--- src/rtl/program_loader.sv ---
// Loader/sequencer for the rv32i_sc core: streams data and instruction words into the
// BRAM write ports, then releases pc/regfile for a bounded run.
module program_loader #(
   parameter int unsigned DATA_WIDTH = 32,
   parameter int unsigned ADDR_WIDTH = 10,
   parameter int unsigned MAX_WORDS  = 256,
   parameter int unsigned CNT_WIDTH  = 9,
   parameter int unsigned RUN_WIDTH  = 16
) (
   input  logic                  clk,
   input  logic                  rst,
   input  logic                  start,
   input  logic [CNT_WIDTH-1:0]  data_count,
   input  logic [CNT_WIDTH-1:0]  instr_count,
   input  logic [RUN_WIDTH-1:0]  run_cycles,
   input  logic                  halt,
   input  logic                  s_valid,
   input  logic [DATA_WIDTH-1:0] s_data,
   output logic                  s_ready,
   output logic [ADDR_WIDTH-1:0] d_w_addr,
   output logic [DATA_WIDTH-1:0] d_w_dat,
   output logic                  d_w_enb,
   output logic                  d_bram_init_done,
   output logic [ADDR_WIDTH-1:0] i_w_addr,
   output logic [DATA_WIDTH-1:0] i_w_dat,
   output logic                  i_w_enb,
   output logic                  pc_stall,
   output logic                  i_r_enb,
   output logic                  rd_enbl,
   output logic                  busy,
   output logic                  done,
   output logic                  error,
   output logic [RUN_WIDTH-1:0]  cycles_run
);

   localparam logic [CNT_WIDTH-1:0] MaxCnt = CNT_WIDTH'(MAX_WORDS);
   localparam logic [CNT_WIDTH-1:0] CntOne = CNT_WIDTH'(1);
   localparam logic [RUN_WIDTH-1:0] RunOne = RUN_WIDTH'(1);

   typedef enum logic [2:0] {StIdle, StCheck, StLoadD, StLoadI, StRun, StDone} state_e;

   state_e                 state;
   logic [CNT_WIDTH-1:0]   d_cnt;
   logic [CNT_WIDTH-1:0]   i_cnt;
   logic [CNT_WIDTH-1:0]   word_idx;
   logic [RUN_WIDTH-1:0]   run_limit;
   logic                   d_last_pend;
   logic                   accept;
   logic                   word_last;
   logic [ADDR_WIDTH-1:0]  word_addr;

   assign accept    = s_valid && s_ready;
   assign word_last = (word_idx + CntOne) == ((state == StLoadD) ? d_cnt : i_cnt);
   assign word_addr = {word_idx[ADDR_WIDTH-3:0], 2'b00};

   always_ff @(posedge clk) begin
      if (rst) begin
         state            <= StIdle;
         d_cnt            <= '0;
         i_cnt            <= '0;
         word_idx         <= '0;
         run_limit        <= '0;
         d_last_pend      <= 1'b0;
         s_ready          <= 1'b0;
         d_w_addr         <= '0;
         d_w_dat          <= '0;
         d_w_enb          <= 1'b0;
         d_bram_init_done <= 1'b0;
         i_w_addr         <= '0;
         i_w_dat          <= '0;
         i_w_enb          <= 1'b0;
         pc_stall         <= 1'b1;
         i_r_enb          <= 1'b0;
         rd_enbl          <= 1'b0;
         busy             <= 1'b0;
         done             <= 1'b0;
         error            <= 1'b0;
         cycles_run       <= '0;
      end else begin
         d_w_enb <= 1'b0;
         i_w_enb <= 1'b0;
         // Data port is handed over only once the final data write has landed.
         if (d_last_pend) begin
            d_bram_init_done <= 1'b1;
            d_last_pend      <= 1'b0;
         end
         case (state)
            StIdle, StDone: begin
               if (start) begin
                  d_cnt            <= data_count;
                  i_cnt            <= instr_count;
                  run_limit        <= run_cycles;
                  done             <= 1'b0;
                  error            <= 1'b0;
                  cycles_run       <= '0;
                  d_bram_init_done <= 1'b0;
                  busy             <= 1'b1;
                  state            <= StCheck;
               end
            end
            StCheck: begin
               word_idx <= '0;
               if (d_cnt > MaxCnt || i_cnt > MaxCnt) begin
                  error <= 1'b1;
                  done  <= 1'b1;
                  busy  <= 1'b0;
                  state <= StDone;
               end else if (d_cnt != '0) begin
                  s_ready <= 1'b1;
                  state   <= StLoadD;
               end else begin
                  d_bram_init_done <= 1'b1;
                  if (i_cnt != '0) begin
                     s_ready <= 1'b1;
                     state   <= StLoadI;
                  end else begin
                     pc_stall <= 1'b0;
                     i_r_enb  <= 1'b1;
                     rd_enbl  <= 1'b1;
                     state    <= StRun;
                  end
               end
            end
            StLoadD: begin
               if (accept) begin
                  d_w_enb  <= 1'b1;
                  d_w_addr <= word_addr;
                  d_w_dat  <= s_data;
                  word_idx <= word_idx + CntOne;
                  if (word_last) begin
                     word_idx    <= '0;
                     d_last_pend <= 1'b1;
                     if (i_cnt != '0) begin
                        state <= StLoadI;
                     end else begin
                        s_ready  <= 1'b0;
                        pc_stall <= 1'b0;
                        i_r_enb  <= 1'b1;
                        rd_enbl  <= 1'b1;
                        state    <= StRun;
                     end
                  end
               end
            end
            StLoadI: begin
               if (accept) begin
                  i_w_enb  <= 1'b1;
                  i_w_addr <= word_addr;
                  i_w_dat  <= s_data;
                  word_idx <= word_idx + CntOne;
                  if (word_last) begin
                     word_idx <= '0;
                     s_ready  <= 1'b0;
                     pc_stall <= 1'b0;
                     i_r_enb  <= 1'b1;
                     rd_enbl  <= 1'b1;
                     state    <= StRun;
                  end
               end
            end
            StRun: begin
               if (cycles_run != '1) begin
                  cycles_run <= cycles_run + RunOne;
               end
               // The cycle in which halt is seen still counts as a run cycle.
               if (halt || (run_limit != '0 && (cycles_run + RunOne) == run_limit)) begin
                  pc_stall <= 1'b1;
                  i_r_enb  <= 1'b0;
                  rd_enbl  <= 1'b0;
                  busy     <= 1'b0;
                  done     <= 1'b1;
                  state    <= StDone;
               end
            end
            default: state <= StIdle;
         endcase
      end
   end

endmodule

--- config.mk ---
export PLATFORM = sky130hd
export DESIGN_NAME = program_loader
export DESIGN_NICKNAME = d
export VERILOG_FILES = /design/src/rtl/program_loader.sv
export SDC_FILE = /design/constraint.sdc
export NUM_CORES = 1
export LEC_CHECK = 0
export BUFFER_PORTS_ARGS = -buffer_cell sky130_fd_sc_hd__buf_2
export CAP_MARGIN = 5
export CORE_MARGIN = 3
export CORE_UTILIZATION = 45
export CTS_BUF_LIST = sky130_fd_sc_hd__clkbuf_8
export CTS_CLUSTER_SIZE = 12
export DETAILED_ROUTE_END_ITERATION = 12
export PLACE_DENSITY = 0.78
export SYNTH_ARGS = -nofsm -noshare
export SYNTH_HDL_FRONTEND = slang
export SYNTH_SLANG_ARGS = --single-unit
--- constraint.sdc ---
create_clock -name clk -period 5.3 [get_ports clk]
set_input_delay 1.06 -clock clk [delete_from_list [all_inputs] [get_ports clk]]
set_output_delay 1.06 -clock clk [all_outputs]
set_load 0.03 [all_outputs]
==> impl_metrics.csv, run 1 <==
group,metric,value,unit
outcome,outcome,"finished clean",
timing,timing.setup.tns,0,ps
routing,drc_errors,0,
clock_tree,cts_max_level,4,
critical_path,path_cells,"nor3b_1 -> buf_4 -> mux2i_2 -> or3b_1 -> and3_4 -> o31ai_4 -> a31oi_4 -> and2_1 -> a22o_1",
clock_tree,clk_path_buf_depth,2,
clock_tree,cts_resized,0,
critical_path,slowest_delay,600,ps
timing,slew_headroom,0.193,
critical_path,regToRegSetupSlack,2270,ps
timing,max_slew.worst_pin.slew,1210,ps
synthesis,synth_simple_gate_area_share,0.260,
timing,fin_skew,15.7,ps
clock_tree,cts_tree,"yes",
die,dieWidth,129,um
global_routing,grt_overflow,0,
place,globalplace.congestion,0.914,
critical_path,worstPathRequired,5640,ps
die,start_util,0.463,
timing,finalSetupViolCount,0,
place,dpl.hpwl,12.6,mm
routing,ant_nets,0,
critical_path,startpoint,"state[1]",
critical_path,r2r_end,"word_idx[7]",
synthesis,synth_cells,880,
finish,antennaDiodeCount,0,
min_path,hp-class,"reg -> reg",
critical_path,worstReg2RegStart,"state[1]",
synthesis,synth_top_cell_by_area,"dfxtp_1",
critical_path,critPathKind,"reg -> reg",
critical_path,cp_max_fo,16,
synthesis,synth_mux_area_frac,0.0183,
synthesis,synth-edff-count,0,
die,coreArea,0.0146,mm2
synthesis,yosys.area.top_type_share,0.449,
timing,finalHoldViolCount,0,
clock_tree,root_buffer,"clkbuf_8",
synthesis,syn-cell-area,0.00678,mm2
synthesis,synth-xor-area-share,0.0435,
critical_path,crit_path_top_delay_cell,"dfxtp_1",
synthesis,synth_area_leaders,"dfxtp_1 (45%), nand2_1 (14%), a21oi_1 (11%)",
critical_path,crit_buf_inv,1,
critical_path,r2r_cells,9,
power_and_ir_drop,leakage,3.24,nW
synthesis,yosysUniqueCellTypes,61,
die,die-area,0.0166,mm2
finish,final_core_util,0.548,
critical_path,cp-start-kind,"flop",
synthesis,synth_ff_type,"dfxtp_1",
finish,final_cell_area,0.00803,mm2
routing,finalWirelength,18.0,mm
global_routing,grt.total_usage,0.211,
synthesis,synthAdderAreaFrac,0.00369,
die,core.rowCount,44,
finish,nNetsFinal,1091,
routing,dr.pass1.iters,5,
synthesis,async_reset_ff_frac,0,
power_and_ir_drop,power,3.04,mW
power_and_ir_drop,peakVddDrop,0.201,mV
synthesis,syn_area_per_cell,7.71,um2
die,fp.dieH,129,um
clock_tree,worstSkewPairLatency,450,ps
critical_path,end_kind,"flop",
timing,fmax,331,MHz
global_routing,grt_max_degree,95,
place,placed_cells_incl_taps,1183,
min_path,min_from,"pc_stall",
global_routing,grt_pass1_wl,28.6,mm
routing,drt_iter0_drc,504,
timing,grt_setup_unrepaired,"no",
timing,slew_viol_final,0,
job,drv_cap,0,
timing,whs,454,ps
finish,area_delta_synth_final,18.4,%
timing,finalCritPeriodShare,0.571,
critical_path,critical_path_depth,9,
clock_tree,clock-sinks,152,
place,place_worst_setup_slack,2310,ps
finish,layout.cells.non_filler,1215,
synthesis,ys.warnings.count,0,
critical_path,endpoint,"word_idx[7]",
critical_path,crit_family,"simple AND/OR/NAND/NOR gates",
synthesis,seq_area_frac_synth,0.449,
place,port-buffer-count,176,
synthesis,synth_compound_area_frac,0.177,
finish,layout-drive-gt1-share,0.221,
clock_tree,cts_buffers,17,
global_routing,antenna_found_initial,0,
place,place_area,0.00767,mm2
routing,detail_route.wl_per_cell,14.8,um
synthesis,synth_top_family_by_area,"simple AND/OR/NAND/NOR gates",
clock_tree,clk_pin_slew,90,ps
clock_tree,ctsHoldBuffers,0,
timing,fin_ws,2270,ps
synthesis,ys_seq_elements,152,
routing,vias_per_cell,5.34,
clock_tree,post-cts-setup-buffer-count,0,
timing,fin_crit,3030,ps
critical_path,cp.arrival,3370,ps
routing,vias,6483,
die,io_pins,181,
global_routing,grt_pass1_vias,5711,
power_and_ir_drop,power.density,379,mW/mm2
-- worst min path at each step --
stage	to	cells after the start
after global placement	i_w_dat[10]	2
final	pc_stall	2
after detailed placement	i_w_dat[29]	2
after floorplan	i_cnt[3]	2
after global routing	i_w_dat[1]	2
after CTS	i_w_dat[29]	2
-- final cells by class --
type / count / area [um2]
clock buffer: 18 / 248
tap: 184 / 230
multi-input combinational: 656 / 3430
timing repair buffer: 183 / 936
clock inverter: 14 / 113
inverter: 8 / 30.0
fill: 1432 / 6620
sequential: 152 / 3040
-- worst register-to-register path: cells and delay by family (launching register included) --
family          cells  cell delay [ps]
simple gates        4             1030
compound gates      3              740
flops               1              600
mux                 1              320
buf+inv             1              240
-- layout by cell type (no fill, tap or decap), types with 5 or more instances in the layout --
master,instances
nor2_1,39
buf_2,175
nand3_1,20
a31oi_1,10
inv_1,8
a211oi_1,6
nand4_1,7
dfxtp_1,152
nand2_1,256
xor2_1,11
nor4_1,10
xnor2_1,20
mux2i_1,11
a21oi_1,144
inv_6,5
nand2b_1,7
buf_4,8
nor3_1,8
o21ai_0,19
or4_1,6
clkbuf_8,18
nand3b_1,8
-- state kept, by name, indices dropped and copies added (netlist names) --
name              cells
busy                  1
cycles_run           16
d_bram_init_done      1
d_cnt                 9
d_last_pend           1
d_w_addr              8
d_w_dat              32
d_w_enb               1
done                  1
error                 1
i_cnt                 9
i_r_enb               1
i_w_addr              8
i_w_dat              32
i_w_enb               1
pc_stall              1
run_limit            16
s_ready               1
state                 3
word_idx              9
-- synthesized netlist by cell type, drive strengths merged (2+ instances only) --
| cell | instances |
|---|---|
| nor4 | 11 |
| nand4 | 8 |
| or3 | 4 |
| or3b | 3 |
| a21o | 3 |
| o31ai | 3 |
| nand3b | 8 |
| or4 | 6 |
| or2 | 2 |
| a211oi | 6 |
| o32ai | 2 |
| dfxtp | 152 |
| a21oi | 144 |
| nor3 | 8 |
| and4 | 4 |
| a22oi | 3 |
| nand2b | 7 |
| a22o | 2 |
| and2 | 4 |
| and3 | 5 |
| xor2 | 11 |
| a2111oi | 2 |
| inv | 8 |
| nand3 | 21 |
| ha | 2 |
| mux2i | 12 |
| a311oi | 3 |
| nor2b | 3 |
| o21ai | 22 |
| a31oi | 11 |
| xnor2 | 20 |
| buf | 15 |
| clkbuf | 52 |
| o21a | 3 |
| nand2 | 256 |
| nor3b | 2 |
| nor2 | 40 |
-- power by group --
| group | switching [mW] | total [mW] | internal (mW) |
|---|---|---|---|
| combinational | 0.544 | 0.862 | 0.318 |
| sequential | 0.128 | 1.37 | 1.24 |
| clock | 0.465 | 0.811 | 0.347 |
-- kinds of logic after synthesis --
family,after synthesis
adders and majority gates,2
muxes,12
DFF,152
xor gates and xnor gates,32
buffers and inverters,75
AOI/OAI and AO/OA,211
and+or+nand+nor,395
other,1
-- per-layer routing --
layer | share of wire | track usage | vias up
met5 | 0 | 0 | -
met3 | 0.058 | 0.0511 | 20
li1 | - | - | 3261
met1 | 0.46 | 0.294 | 3011
met4 | 0.013 | 0.0568 | 0
met2 | 0.47 | 0.329 | 191
No activity file was read; power rests on OpenSTA's default activity.
==> run 2: changes to the inputs <==
--- a/config.mk
+++ b/config.mk
@@ -12,7 +12,7 @@
 export CTS_BUF_LIST = sky130_fd_sc_hd__clkbuf_8
 export CTS_CLUSTER_SIZE = 12
 export DETAILED_ROUTE_END_ITERATION = 12
-export PLACE_DENSITY = 0.78
+export PLACE_DENSITY = 0.81
 export SYNTH_ARGS = -nofsm -noshare
 export SYNTH_HDL_FRONTEND = slang
 export SYNTH_SLANG_ARGS = --single-unit
==> constraint.sdc (replaced) <==
create_clock -name clk -period 2.5 [get_ports clk]
set_input_delay 0.5 -clock clk [delete_from_list [all_inputs] [get_ports clk]]
set_output_delay 0.5 -clock clk [all_outputs]
set_load 0.03 [all_outputs]
==> run 2 against run 1 <==
Clock skew shrank 2.8 ps. Sequential cell count is the same. Largest cell class unchanged. Non-clock buffer count up 40. Critical path depth unchanged. Sequential share of layout area is 1.9 points lower.
==> impl_metrics.csv, run 2 (synthesis gave the netlist of run 1 again) <==
group,metric,value,unit
outcome,outcome,"finished clean",
critical_path,crit_path_top_delay_cell,"or3b_1",
place,globalplace.congestion,0.920,
power_and_ir_drop,swShare,0.362,
critical_path,crit_buf_inv,1,
timing,fin_skew,12.8,ps
critical_path,cp_max_fo,5,
power_and_ir_drop,pwr-share-seq,0.414,
global_routing,grt_overflow,0,
routing,drt_iter0_drc,582,
job,drv_cap,0,
critical_path,r2r_cells,9,
power_and_ir_drop,p_clk_frac,0.265,
die,coreArea,0.0146,mm2
finish,final_core_util,0.580,
clock_tree,cts_max_level,4,
die,fp.dieH,129,um
critical_path,r2r_end,"state[0]",
timing,whs,266,ps
global_routing,grt_pass1_vias,6091,
finish,layout_common_cells,"nand2_1 (256), buf_2 (175), dfxtp_1 (145), a21oi_1 (144), buf_4 (43)",
critical_path,slowest_delay,370,ps
timing,fmax,408,MHz
critical_path,path_cells,"nor3b_2 -> buf_4 -> mux2i_4 -> or3b_1 -> and3_4 -> o31ai_4 -> and4b_2 -> o21ai_1 -> mux2i_1",
routing,vias,6779,
clock_tree,clk_pin_slew,80,ps
finish,nNetsFinal,1131,
min_path,hp-class,"in -> reg",
die,start_util,0.463,
timing,finalCritPeriodShare,0.981,
critical_path,worstReg2RegStart,"state[0]",
power_and_ir_drop,p_switching,2.46,mW
place,dpl.hpwl,13.4,mm
timing,grt_setup_unrepaired,"yes",
routing,vias_per_cell,5.40,
clock_tree,cts_buffers,17,
global_routing,grt.total_usage,0.224,
timing,finalHoldViolCount,0,
clock_tree,root_buffer,"clkbuf_8",
finish,area_delta_synth_final,25.4,%
power_and_ir_drop,leakage,3.50,nW
critical_path,startpoint,"state[0]",
routing,finalWirelength,19.1,mm
critical_path,critPathKind,"reg -> reg",
timing,fin_crit,2450,ps
place,port-buffer-count,176,
die,io_pins,181,
routing,drc_errors,0,
die,die-area,0.0166,mm2
power_and_ir_drop,power.density,801,mW/mm2
power_and_ir_drop,combPwrFrac,0.320,
die,dieWidth,129,um
power_and_ir_drop,peakVddDrop,0.516,mV
power_and_ir_drop,power,6.81,mW
clock_tree,clk_path_buf_depth,2,
routing,ant_nets,0,
finish,reg_top3,"d_w_dat (32), i_w_dat (32)",
critical_path,crit_family,"simple AND/OR/NAND/NOR gates",
clock_tree,clock-sinks,152,
critical_path,cp.arrival,2800,ps
power_and_ir_drop,intPower,4.35,mW
critical_path,cp-start-kind,"flop",
die,core.rowCount,44,
clock_tree,worstSkewPairLatency,460,ps
global_routing,antenna_found_initial,0,
routing,detail_route.wl_per_cell,15.2,um
finish,layout-drive-gt1-share,0.265,
routing,dr.pass1.iters,6,
clock_tree,cts_tree,"yes",
global_routing,grt_pass1_wl,30.0,mm
finish,antennaDiodeCount,0,
critical_path,endpoint,"state[0]",
critical_path,regToRegSetupSlack,50,ps
finish,final_common_cell,"nand2_1",
timing,slew_viol_final,0,
min_path,min_path_cells,3,
clock_tree,ctsHoldBuffers,0,
critical_path,critical_path_depth,9,
global_routing,grt_max_degree,80,
critical_path,end_kind,"flop",
critical_path,worstPathRequired,2840,ps
timing,finalSetupViolCount,0,
[run 2: power by group through the flow]
stage	Sequential, mW	Clock [mW]	Combinational [mW]
3_5_place_dp	2.87	0	2.06
3_3_place_gp	2.86	0	2.02
2_1_floorplan	2.95	0	1.39
5_1_grt	2.85	1.96	2.43
6_report	2.82	1.81	2.18
4_1_cts	2.82	1.84	2.06
[run 2: how the worst min path moves through the flow]
stage	from	to	slack, ps
2_1_floorplan	i_cnt[3]	i_cnt[3]	440
3_3_place_gp	d_w_dat[3]	d_w_dat[3]	440
3_5_place_dp	d_w_dat[6]	d_w_dat[6]	440
4_1_cts	instr_count[2]	i_cnt[2]	230
5_1_grt	data_count[7]	d_cnt[7]	240
6_report	instr_count[2]	i_cnt[2]	270
[run 2: what timing repair did]
action	in CTS	in global routing
resized for setup	0	20
buffers inserted	0	5
setup endpoints to repair	0	14
[run 2: area by class of cell]
class / count / area, um2
multi-input cells: 656 / 3520
fillers: 1367 / 6140
flip-flops and latches: 152 / 3060
clock buffers: 19 / 262
inverters: 8 / 30.0
well taps: 184 / 230
repair buffers: 223 / 1280
clock inverters: 13 / 118
[run 2: tightest hold or removal path, stage by stage]
cell and delay, ps:
buf_2 90, nand2_1 40, a21oi_1 50
[run 2: routing by layer]
layer,global-route usage,share of wire,vias up
met5,0,0,-
met2,0.363,0.48,253
met1,0.290,0.43,3140
met3,0.0506,0.067,42
li1,-,-,3344
met4,0.0889,0.026,0
[run 2: per-stage QoR]
stage                     area, um2  setup TNS, ps  setup slack (ps)  cells
after floorplan                6820          -16.9             -16.9    883
after global placement         7980              0               138   1218
after detailed placement       7980              0              47.9   1218
after CTS                      8360              0              24.8   1250
after global routing           8500           -306             -62.8   1255
final                          8500              0              46.4   1255
==> run 3: changes to the inputs <==
--- a/config.mk
+++ b/config.mk
@@ -12,7 +12,7 @@
 export CTS_BUF_LIST = sky130_fd_sc_hd__clkbuf_8
 export CTS_CLUSTER_SIZE = 12
 export DETAILED_ROUTE_END_ITERATION = 12
-export PLACE_DENSITY = 0.81
+export PLACE_DENSITY = 0.75
 export SYNTH_ARGS = -nofsm -noshare
 export SYNTH_HDL_FRONTEND = slang
 export SYNTH_SLANG_ARGS = --single-unit
==> run 3 against run 2 <==
Via count down 0.89%. Setup slack improved by 12 ps. Sequential power barely moved. Power rose by 0.38%. Maximum frequency rose by 0.50%. Non-clock buffer count increased by 1. Combinational power about the same. Sequential share of layout area is 0.066 points higher. Critical path depth is 1 higher. Cell area fell by 0.26%. Largest cell class unchanged. Highest routed layer unchanged.
==> impl_metrics.csv, run 3 (synthesis gave the netlist of run 1 again) <==
group,metric,value,unit
power_and_ir_drop,pwr-share-seq,0.414,
clock_tree,cts_tree,"yes",
die,dieWidth,129,um
timing,finalHoldViolCount,0,
critical_path,cp_max_fo,8,
die,start_util,0.463,
finish,multi_input_area,0.00348,mm2
power_and_ir_drop,peakVddDrop,0.452,mV
die,die-area,0.0166,mm2
place,port-buffer-count,176,
routing,detail_route.wl_per_cell,15.2,um
timing,finalCritPeriodShare,0.977,
global_routing,grt_pass1_vias,5945,
clock_tree,cts_buffers,17,
power_and_ir_drop,intPower,4.33,mW
clock_tree,clock-sinks,152,
power_and_ir_drop,leakage,3.51,nW
routing,vias_per_cell,5.35,
place,globalplace.congestion,0.949,
min_path,hp-class,"in -> reg",
die,io_pins,181,
finish,final_core_util,0.579,
die,fp.dieH,129,um
finish,reg_top3,"d_w_dat (32), i_w_dat (32)",
finish,seq_area,0.00306,mm2
timing,fin_ws,58.5,ps
job,drv_cap,0,
place,place_worst_setup_slack,53.8,ps
global_routing,grt_overflow,0,
critical_path,slowest_delay,330,ps
finish,layout-drive-gt1-share,0.265,
critical_path,cp-start-kind,"flop",
clock_tree,root_buffer,"clkbuf_8",
routing,drt_iter0_drc,512,
power_and_ir_drop,p_clk_frac,0.268,
die,core.rowCount,44,
timing,finalSetupViolCount,0,
power_and_ir_drop,swShare,0.367,
timing,fin_crit,2440,ps
routing,finalWirelength,19.1,mm
finish,nNetsFinal,1132,
critical_path,crit_family,"compound AO/OA/AOI/OAI gates",
critical_path,crit_path_top_delay_cell,"dfxtp_1",
power_and_ir_drop,combPwrFrac,0.319,
critical_path,worstPathRequired,2840,ps
finish,area_delta_synth_final,25.0,%
finish,final_common_cell,"nand2_1",
outcome,outcome,"finished clean",
timing,timing.setup.tns,0,ps
critical_path,cp.arrival,2780,ps
critical_path,path_cells,"nor3b_2 -> buf_4 -> buf_6 -> mux2i_2 -> nand4_1 -> a21o_1 -> a31o_2 -> and4b_2 -> o21a_1 -> o21a_1",
timing,fin_skew,8.34,ps
critical_path,crit_top_cell,"o21a_1",
die,coreArea,0.0146,mm2
power_and_ir_drop,p_switching,2.51,mW
finish,antennaDiodeCount,0,
global_routing,grt_max_degree,47,
timing,slew_viol_final,0,
routing,drc_errors,0,
critical_path,end_kind,"flop",
clock_tree,clk_path_buf_depth,2,
clock_tree,worstSkewPairLatency,450,ps
place,dpl.hpwl,13.6,mm
global_routing,grt_pass1_wl,29.5,mm
power_and_ir_drop,power.density,806,mW/mm2
clock_tree,cts_max_level,4,
critical_path,crit_buf_inv,2,
global_routing,grt.total_usage,0.220,
timing,whs,281,ps
timing,fmax,410,MHz
routing,ant_nets,0,
routing,dr.pass1.iters,5,
routing,vias,6719,
critical_path,critPathKind,"reg -> reg",
clock_tree,clk_pin_slew,90,ps
finish,nFillCells,1430,
global_routing,antenna_found_initial,0,
finish,layout_common_cells,"nand2_1 (256), buf_2 (175), dfxtp_1 (145), a21oi_1 (144), buf_4 (44)",
[run 3: per-layer routing]
metal	routed length, um	track usage
met1	8340	0.296
met2	9210	0.354
met3	1270	0.0428
met4	299	0.0741
met5	0	0
[run 3: timing repair]
action / CTS / global route
setup buffers: 0 / 4
hold buffers: 0 / 0
gates resized for setup: 0 / 10
setup endpoints to repair: 0 / 8
[run 3: stage by stage]
| stage | power, mW | instance area, um2 | instances |
|---|---|---|---|
| 5_1_grt | 7.24 | 8480 | 1256 |
| 6_report | 6.84 | 8480 | 1256 |
| 3_5_place_dp | 4.97 | 8020 | 1220 |
| 2_1_floorplan | 4.35 | 6820 | 883 |
| 4_1_cts | 6.81 | 8410 | 1252 |
| 3_3_place_gp | 4.93 | 8020 | 1220 |
[run 3: cell type report]
type / instances / share of cell area
Multi-Input combinational cell: 656 / 0.410
Sequential cell: 152 / 0.361
Timing Repair Buffer: 224 / 0.153
Clock buffer: 18 / 0.0292
Tap cell: 184 / 0.0272
Clock inverter: 14 / 0.0161
Inverter: 8 / 0.00354
[run 3: power by group through the flow]
stage / sequential [mW] / clock, mW / combinational [mW]
detailed placement: 2.88 / 0 / 2.09
global route: 2.86 / 1.98 / 2.40
floorplan: 2.95 / 0 / 1.39
global placement: 2.87 / 0 / 2.06
CTS: 2.82 / 1.88 / 2.10
finish: 2.83 / 1.83 / 2.18
[run 3: tightest hold or removal path: stages]
cell and delay (ps):
buf_2 90, nand2_1 40, a21oi_1 50
[run 3: worst paths after layout]
check                      from  depth (start not counted)  slack (ps)            to
hold reg to reg     i_w_addr[2]                          2         450   i_w_addr[2]
hold / removal    run_cycles[7]                          3         280  run_limit[7]
setup reg to reg       state[0]                         10          60       i_r_enb
setup / recovery       state[0]                         10          60       i_r_enb
